`src/rtl/jtbubl_pkg.sv`:
```
// Shared offsets and status layout for the JTBUBL main/sound communication port.
package jtbubl_pkg;

  localparam logic [1:0] CMD    = 2'd0;
  localparam logic [1:0] STAT   = 2'd1;
  localparam logic [1:0] NMIDIS = 2'd2;
  localparam logic [1:0] SRST   = 2'd3;

  localparam int unsigned CMD_PEND   = 0;
  localparam int unsigned REPLY_PEND = 1;
  localparam int unsigned OVR        = 2;

  // Field order puts ovr at bit 2 and cmd_pend at bit 0 of the status byte.
  typedef struct packed {
    logic ovr;
    logic reply_pend;
    logic cmd_pend;
  } flags_t;

  function automatic logic [7:0] status_byte(input flags_t f);
    return {5'b0, f};
  endfunction

endpackage

```
`src/rtl/jtbubl_sndcomm_strobe.sv`:
```
// Turns a level chip select into a single-cycle write event and a read-end event on cs fall.
module jtbubl_sndcomm_strobe (
  input  logic clk,
  input  logic rst_n,
  input  logic cs,
  input  logic rnw,
  output logic wr_ev,
  output logic rd_end
);

  logic cs_q, valid_q, wr_done_q, rd_q;
  logic acc;

  // cs_q resets high so an access already in progress at reset release is ignored.
  always_comb begin
    acc    = cs & (~cs_q | valid_q);
    wr_ev  = acc & ~rnw & ~wr_done_q;
    rd_end = ~cs & rd_q;
  end

  always_ff @(posedge clk or negedge rst_n) begin
    if (!rst_n) begin
      cs_q      <= 1'b1;
      valid_q   <= 1'b0;
      wr_done_q <= 1'b0;
      rd_q      <= 1'b0;
    end else begin
      cs_q      <= cs;
      valid_q   <= acc;
      wr_done_q <= cs & (wr_done_q | wr_ev);
      rd_q      <= cs & (rd_q | (acc & rnw));
    end
  end

endmodule

```
`src/rtl/jtbubl_sndcomm.sv`:
```
// Main-to-sound CPU command/reply latches, flags, NMI and sound reset.
// Define JTBUBL_SNDCOMM_SNDRST_EN to let main CPU offset-3 writes drive the sound reset.
module jtbubl_sndcomm
  import jtbubl_pkg::*;
#(
  parameter int unsigned RST_CYCLES = 240
) (
  input  logic       clk24,
  input  logic       rst_n,
  input  logic       main_cs,
  input  logic [1:0] main_addr,
  input  logic       main_rnw,
  input  logic [7:0] main_dout,
  output logic [7:0] main_din,
  input  logic       snd_cs,
  input  logic [1:0] snd_addr,
  input  logic       snd_rnw,
  input  logic [7:0] snd_dout,
  output logic [7:0] snd_din,
  output logic       snd_nmi_n,
  output logic       snd_rst_n
);

  logic       main_wr, main_rd_end, snd_wr, snd_rd_end;
  logic [1:0] main_addr_q, snd_addr_q;
  logic [7:0] cmd_latch_q, cmd_latch_d, reply_latch_q, reply_latch_d;
  flags_t     flags_q, flags_d;
  logic       nmi_en_q, nmi_en_d;
  logic       nmi_n_q;
  logic       srst_q, srst_d;
  logic [7:0] status;

  jtbubl_sndcomm_strobe u_main_strobe (
    .clk    (clk24),
    .rst_n  (rst_n),
    .cs     (main_cs),
    .rnw    (main_rnw),
    .wr_ev  (main_wr),
    .rd_end (main_rd_end)
  );

  jtbubl_sndcomm_strobe u_snd_strobe (
    .clk    (clk24),
    .rst_n  (rst_n),
    .cs     (snd_cs),
    .rnw    (snd_rnw),
    .wr_ev  (snd_wr),
    .rd_end (snd_rd_end)
  );

`ifdef JTBUBL_SNDCOMM_SNDRST_EN
  localparam logic [7:0] RstLoad = 8'(RST_CYCLES);

  logic [7:0] rst_cnt_q, rst_cnt_d;
  logic       srst_data_q, srst_data_d;
  logic       srst_wr;

  // Line stays low while the count runs, then follows the last written data[0].
  always_comb begin
    srst_wr     = main_wr && (main_addr == SRST);
    srst_data_d = srst_wr ? main_dout[0] : srst_data_q;
    rst_cnt_d   = rst_cnt_q;
    srst_d      = srst_q;
    if (srst_wr && !main_dout[0]) begin
      rst_cnt_d = RstLoad;
      srst_d    = 1'b0;
    end else if (rst_cnt_q > 8'd1) begin
      rst_cnt_d = rst_cnt_q - 8'd1;
      srst_d    = 1'b0;
    end else begin
      rst_cnt_d = 8'd0;
      srst_d    = srst_data_d;
    end
  end

  always_ff @(posedge clk24 or negedge rst_n) begin
    if (!rst_n) begin
      rst_cnt_q   <= RstLoad;
      srst_data_q <= 1'b1;
    end else begin
      rst_cnt_q   <= rst_cnt_d;
      srst_data_q <= srst_data_d;
    end
  end
`else
  always_comb srst_d = 1'b1;
`endif

  always_comb begin
    cmd_latch_d   = cmd_latch_q;
    reply_latch_d = reply_latch_q;
    flags_d       = flags_q;
    nmi_en_d      = nmi_en_q;

    // Clears first so that a same-cycle set wins.
    if (snd_rd_end && snd_addr_q == CMD)   flags_d.cmd_pend   = 1'b0;
    if (snd_rd_end && snd_addr_q == STAT)  flags_d.ovr        = 1'b0;
    if (main_rd_end && main_addr_q == CMD) flags_d.reply_pend = 1'b0;

    if (main_wr && main_addr == CMD) begin
      cmd_latch_d      = main_dout;
      flags_d.cmd_pend = 1'b1;
      if (flags_q.cmd_pend) flags_d.ovr = 1'b1;
    end

    if (snd_wr) begin
      unique case (snd_addr)
        CMD: begin
          reply_latch_d      = snd_dout;
          flags_d.reply_pend = 1'b1;
        end
        STAT:    nmi_en_d = 1'b1;
        NMIDIS:  nmi_en_d = 1'b0;
        default: ;
      endcase
    end

    if (!srst_q) begin
      flags_d  = '0;
      nmi_en_d = 1'b0;
    end
  end

  always_ff @(posedge clk24 or negedge rst_n) begin
    if (!rst_n) begin
      main_addr_q   <= CMD;
      snd_addr_q    <= CMD;
      cmd_latch_q   <= 8'd0;
      reply_latch_q <= 8'd0;
      flags_q       <= '0;
      nmi_en_q      <= 1'b0;
      nmi_n_q       <= 1'b1;
      srst_q        <= 1'b0;
    end else begin
      if (main_cs) main_addr_q <= main_addr;
      if (snd_cs)  snd_addr_q  <= snd_addr;
      cmd_latch_q   <= cmd_latch_d;
      reply_latch_q <= reply_latch_d;
      flags_q       <= flags_d;
      nmi_en_q      <= nmi_en_d;
      nmi_n_q       <= ~(flags_q.cmd_pend & nmi_en_q);
      srst_q        <= srst_d;
    end
  end

  always_comb begin
    status = status_byte(flags_q);
    case (main_addr)
      CMD:     main_din = reply_latch_q;
      STAT:    main_din = status;
      default: main_din = 8'hFF;
    endcase
    case (snd_addr)
      CMD:     snd_din = cmd_latch_q;
      STAT:    snd_din = status;
      default: snd_din = 8'hFF;
    endcase
  end

  assign snd_nmi_n = nmi_n_q;
  assign snd_rst_n = srst_q;

endmodule

```
`config.mk`:
```
export PLATFORM = sky130hd
export DESIGN_NAME = jtbubl_sndcomm
export DESIGN_NICKNAME = d
export VERILOG_FILES = /design/src/rtl/jtbubl_pkg.sv /design/src/rtl/jtbubl_sndcomm_strobe.sv /design/src/rtl/jtbubl_sndcomm.sv
export SDC_FILE = /design/constraint.sdc
export NUM_CORES = 1
export LEC_CHECK = 0
export CORE_MARGIN = 2
export CORE_UTILIZATION = 30
export CTS_CLUSTER_SIZE = 24
export DETAILED_ROUTE_END_ITERATION = 10
export PLACE_DENSITY_LB_ADDON = 0.25
export SYNTH_ARGS = -nofsm -noshare
export SYNTH_HDL_FRONTEND = slang
export SYNTH_SLANG_ARGS = --single-unit
```
`constraint.sdc`:
```
create_clock -name clk24 -period 2.1 [get_ports clk24]
set_clock_uncertainty 0.15 [all_clocks]
set_input_delay 0.525 -clock clk24 [delete_from_list [all_inputs] [get_ports clk24]]
set_output_delay 0.525 -clock clk24 [all_outputs]
set_load 0.03 [all_outputs]
```
After elaboration in Yosys (flattened, before gate mapping)
Cells that the tools add are included.

Equality and inequality tests: 7. Multiplexer cells: 14. Bitwise gates (word level): 30. Reduce and logical (&&, ||, !) cells: 10.

Operators with widths (count): one-hot mux 8 bit (2 select lines) (2); AND 1 bit (15); 2-to-1 mux 1 bit (10); inverter 1 bit (9); logical NOT 2 bit (4); == test 2 x 1 -> 1 bit (second input constant) (3); != test 3 x 1 -> 1 bit (second input constant) (2); bitwise OR 1 bit (6); logical AND 1 bit (4); AND reduction 2 bit (2); 2-to-1 mux 3 bit (1); == test 2 bit (second input constant) (1); != test 2 x 1 -> 1 bit (second input constant) (1); one-hot mux 1 bit (2 select lines) (1).

Input bits: 26. Output and inout port bits: 18. Logic and storage cells: 79. Flip-flop bits (word level): 34.

Logic depth before layout (Yosys ltp)
Depth in word-level cells: 8. Mapped depth: 4. Mapped depth without buffers: 3.

Hierarchy
A second synthesis with hierarchy kept.

Cell total of the unflattened synthesis: 118. Area total of the unflattened synthesis: 1567.8 um2.

Modules (own cells, without submodules): jtbubl_sndcomm (instances 1, area an instance 1199.9 um2, sequential area each 651.9 um2, cells an instance 90); jtbubl_sndcomm_strobe (instances 2, area an instance 183.9 um2, sequential area each 101.3 um2, cells an instance 14).

Least setup slack after synthesis
No wires, ideal clock.

Path kind: in2out. Start point: in snd_addr[0]. End point: out snd_din[0]. Arrival: 1075 ps. Buffers on the path: 1. Data required time: 1425 ps. Stages: 3. Path slack: 350 ps. Cells stage by stage: buf_2 -> mux2i_1 -> nand2_1.

Word-level cells in the longest chain between the ends: 2. Elaborated cells between the ends (all ways): 3. Those cells by class: eq/ne (1); mux (1); reduce/logical (1).

Ends and longest elaborated chain: start, declared (RTL line jtbubl_sndcomm.sv:16) `input logic [1:0] snd_addr,`; == test 2 x 1 -> 1 bit / logical NOT 2 bit (equally long branches) (RTL line jtbubl_sndcomm.sv:153) `case (snd_addr)`; one-hot mux 8 bit (2 select lines) * (RTL line jtbubl_sndcomm.sv:153); end, declared (RTL line jtbubl_sndcomm.sv:19) `output logic [7:0] snd_din,`.

Every way passes the cells marked *; elsewhere a longest branch is shown, timed or not.

Final worst setup path
Start point: in main_addr[0]. End point: out main_din[0].

Word-level cells in the longest chain between the ends: 2. Elaborated cells between the ends (all ways): 3. Those cells by class: eq/ne (1); mux (1); reduce/logical (1).

Ends and longest elaborated chain: start, declared (RTL line jtbubl_sndcomm.sv:11) `input logic [1:0] main_addr,`; == test 2 x 1 -> 1 bit / logical NOT 2 bit (equally long branches) (RTL line jtbubl_sndcomm.sv:148) `case (main_addr)`; one-hot mux 8 bit (2 select lines) * (RTL line jtbubl_sndcomm.sv:148); end, declared (RTL line jtbubl_sndcomm.sv:14) `output logic [7:0] main_din,`.

Marks and branches as above.

==> flow_summary.yaml <==
routing:
  via_per_inst: 4.460
  antenna_left: 0
  post-route-drc-count: 0
  initialDrtViolationCount: 35
  drt_pre_antenna_iters: 3
  finalWirelength_um: 3241
  wl_per_cell_um: 12.96
  vias: 1115
timing:
  final_hold_viol_count: 0
  timing.fmax_mhz: 486.0
  timing.final.setup_violations: 0
  fin_crit_sh_pct: 97.99
  min_tclk_post_route_ps: 2058
  final-max-slew-violation-count: 0
  setup_repair_after_global_routing_missed_its_margin: "false"
  fin_setup_tns_ps: 0
synth:
  synth_cell_types: 31
  synth_top_area_share_pct: 50.00
  post_synth.cell_area_avg_um2: 13.15
  yosysMostFrequentCell: "sky130_fd_sc_hd__dfrtp_1"
  post_synth_instance_area_um2: 1551
  synth_edf_count: 0
  postSynth.asyncResetShare_pct: 100.0
  synth-seq-area-share_pct: 55.08
  yosys.area.top_type: "sky130_fd_sc_hd__dfrtp_1"
  synth-main-ff-cell: "sky130_fd_sc_hd__dfrtp_1"
  synth.top_cells.by_count: "31 x sky130_fd_sc_hd__dfrtp_1, 19 x sky130_fd_sc_hd__mux2_2, 9 x sky130_fd_sc_hd__nand2_1"
  yosysWarningCount: 0
  ys_ff_latch: 34
  synthesized_nets: 144
  netlist_top_cells_area: "sky130_fd_sc_hd__dfrtp_1 50%, sky130_fd_sc_hd__mux2_2 14%, sky130_fd_sc_hd__dfstp_2 5.1%, sky130_fd_sc_hd__a21o_1 2.9%, sky130_fd_sc_hd__a21o_2 2.8%"
  syn_inst: 118
critical_path:
  slowest_stage: "sky130_fd_sc_hd__a211o_2"
  r2r-start: "u_main_strobe.cs_q$_DFF_PN1_"
  r2r_setup_slack_ps: 450
  crit_path_max_fanout: 5
  cpLargestDelayFamily: "buffers and inverters"
  req_time_crit_path_ps: 1420
  r2r_end: "cmd_latch_q[1]$_DFFE_PN0P_"
  rr_worst_depth: 3
  setup.worst_path.end_class: "output port"
  critical_path.n_buffers_inverters: 2
  critical_path.startpoint_type: "input port"
  setup.worst_path.end: "main_din[0]"
  timing.critical_path.from: "main_addr[0]"
  cp_cell_sequence: "clkdlybuf4s15_2 -> and2_1 -> a211o_2 -> buf_2"
  worst-setup-path-type: "input port to output port"
  timing.critical_path.depth: 4
  cp_slowest_stage_delay_ps: 300
  cp.arrival_ps: 1380
global_routing:
  track_usage_pct: 12.56
  globalRoute.totalOverflow: 0
  grt_max_degree: 35
  grt_pass1_wl_um: 5658
  grt_antenna_before_repair: 0
  grt_pass1_vias: 1229
die:
  placementRows: 26
  boundaryPins: 44
  die_area_um2: 5763
  initial_utilization_pct: 30.77
  floorplan.die.height_um: 75.92
  core_area_um2: 5042
  die_x_um: 75.92
place:
  buffer_ports.inserted: 43
  finalWeightedCongestion: 0.7094
  post-place-cells: 242
  post-dp-hpwl_um: 2389
clock_tree:
  ctsHtreeMaxLevel: 2
  cts.sinks: 34
  worst_setup_hold_path_clk_slew_ps: 60
  buffer_cell_driving_the_clock_tree_root: "sky130_fd_sc_hd__clkbuf_8"
  clock_path_buffers: 2
  hold_buffers: 0
  tritoncts: "yes"
  cts_inserted_buffers: 5
  clock_insertion_delay_worst_skew_ps: 280
cells_and_area:
  area.growth.synth_to_final_pct: 40.08
  fin_nets: 205
  fillers: 502
  antenna_cells: 0
  post-route-util_pct: 43.10
  final_layout_size_suffix_gt1_share_pct: 42.22
  post_layout_nonfiller_instances: 250
status:
  outcome: "finished clean"
pwr:
  power_mw: 1.644
  total_leakage_power_nw: 1.027
  ir_drop_mv: 0.3242
  power.density_nw_per_um2: 756.3
worst_hold_path:
  worstHoldPathType: "flop to flop"
  min-delay-start: "nmi_en_q$_DFFE_PN0P_"
flow_run:
  max_cap_viol_count: 0
==> through the flow <==
step                      hold WS, ps  area (um2)  worst slack [ps]
after detailed placement        281.5        2150            -682.8
after global routing            331.2        2173             1.177
final                           301.3        2173             42.28
after CTS                       293.8        2183             23.29
after floorplan                 79.41        1551             350.0
after global placement          265.6        2150            -647.8
==> state kept, by name (all words and copies together), names as in the netlist <==
| register | count |
|---|---|
| cmd_latch_q | 8 |
| flags_q | 3 |
| main_addr_q | 2 |
| nmi_en_q | 1 |
| reply_latch_q | 8 |
| snd_addr_q | 2 |
| snd_nmi_n | 1 |
| snd_rst_n | 1 |
| u_main_strobe.cs_q | 1 |
| u_main_strobe.rd_q | 1 |
| u_main_strobe.valid_q | 1 |
| u_main_strobe.wr_done_q | 1 |
| u_snd_strobe.cs_q | 1 |
| u_snd_strobe.rd_q | 1 |
| u_snd_strobe.valid_q | 1 |
| u_snd_strobe.wr_done_q | 1 |
==> cell families (layout without fill, tap and decap cells) <==
group | Yosys count | after routing | share of synthesized area (%)
flip-flops | 34 | 34 | 55.08
AND/OR/NAND/NOR | 27 | 27 | 12.98
AO/OA/AOI/OAI | 23 | 23 | 11.45
multiplexers | 23 | 23 | 16.69
buffers and inverters | 10 | 72 | 3.548
other | 1 | 1 | 0.2417
==> final cells by class <==
| class | count | area [um2] | share of cell area (%) |
|---|---|---|---|
| Clock buffer | 8 | 80.08 | 3.685 |
| Inverter | 6 | 22.52 | 1.036 |
| Multi-Input combinational cell | 74 | 641.9 | 29.53 |
| Sequential cell | 34 | 854.6 | 39.32 |
| Tap cell | 70 | 87.58 | 4.030 |
| Timing Repair Buffer | 58 | 486.7 | 22.39 |
==> cells in the final DEF, fill, tap and decap left out, types with 2 or more instances in the layout <==
cell type and count:
sky130_fd_sc_hd__o22ai_1 2, sky130_fd_sc_hd__clkdlybuf4s50_1 21, sky130_fd_sc_hd__clkbuf_8 5, sky130_fd_sc_hd__buf_2 10
sky130_fd_sc_hd__a21o_1 6, sky130_fd_sc_hd__nor4bb_1 2, sky130_fd_sc_hd__a21o_2 5, sky130_fd_sc_hd__dfstp_2 3
sky130_fd_sc_hd__mux2i_1 3, sky130_fd_sc_hd__buf_4 18, sky130_fd_sc_hd__mux2_2 19, sky130_fd_sc_hd__dlygate4sd2_1 4
sky130_fd_sc_hd__inv_1 5, sky130_fd_sc_hd__clkdlybuf4s15_2 5, sky130_fd_sc_hd__nand3_1 2, sky130_fd_sc_hd__clkbuf_1 3
sky130_fd_sc_hd__nand2_1 9, sky130_fd_sc_hd__dfrtp_1 31, sky130_fd_sc_hd__nor2b_1 2, sky130_fd_sc_hd__a21oi_1 3
sky130_fd_sc_hd__and2_1 4, sky130_fd_sc_hd__a211o_2 3
==> per-layer routing <==
layer  up-vias  global-route usage [%]  part of all wire, %
li1        537                       -                    -
met1       535                   14.62                   41
met2        39                   20.27                   50
met3         4                   6.071                  7.4
met4         0                   4.364                  1.3
met5         -                       0                    0
==> report_power, final <==
part,internal (mW),switching [mW],total [mW]
clock network,0.235,0.213,0.448
registers,0.762,0.0584,0.820
logic,0.199,0.176,0.375
total,1.20,0.447,1.64
==> timing repair <==
item | in CTS | in global routing
pin swaps | 0 | 0
hold endpoints to repair | 0 | 0
resized for setup | 83 | 6
buffers inserted | 0 | 0
setup endpoints to repair | 24 | 3
==> how the worst min path moves through the flow <==
stage	end	depth (start not counted)	slack, ps
6_report	snd_nmi_n$_DFF_PN1_	1	300
3_3_place_gp	snd_nmi_n$_DFF_PN1_	1	270
2_1_floorplan	cmd_latch_q[0]$_DFFE_PN0P_	0	80
5_1_grt	snd_nmi_n$_DFF_PN1_	1	330
4_1_cts	snd_nmi_n$_DFF_PN1_	1	290
3_5_place_dp	snd_nmi_n$_DFF_PN1_	1	280
Power figures use the tool's default switching activity.
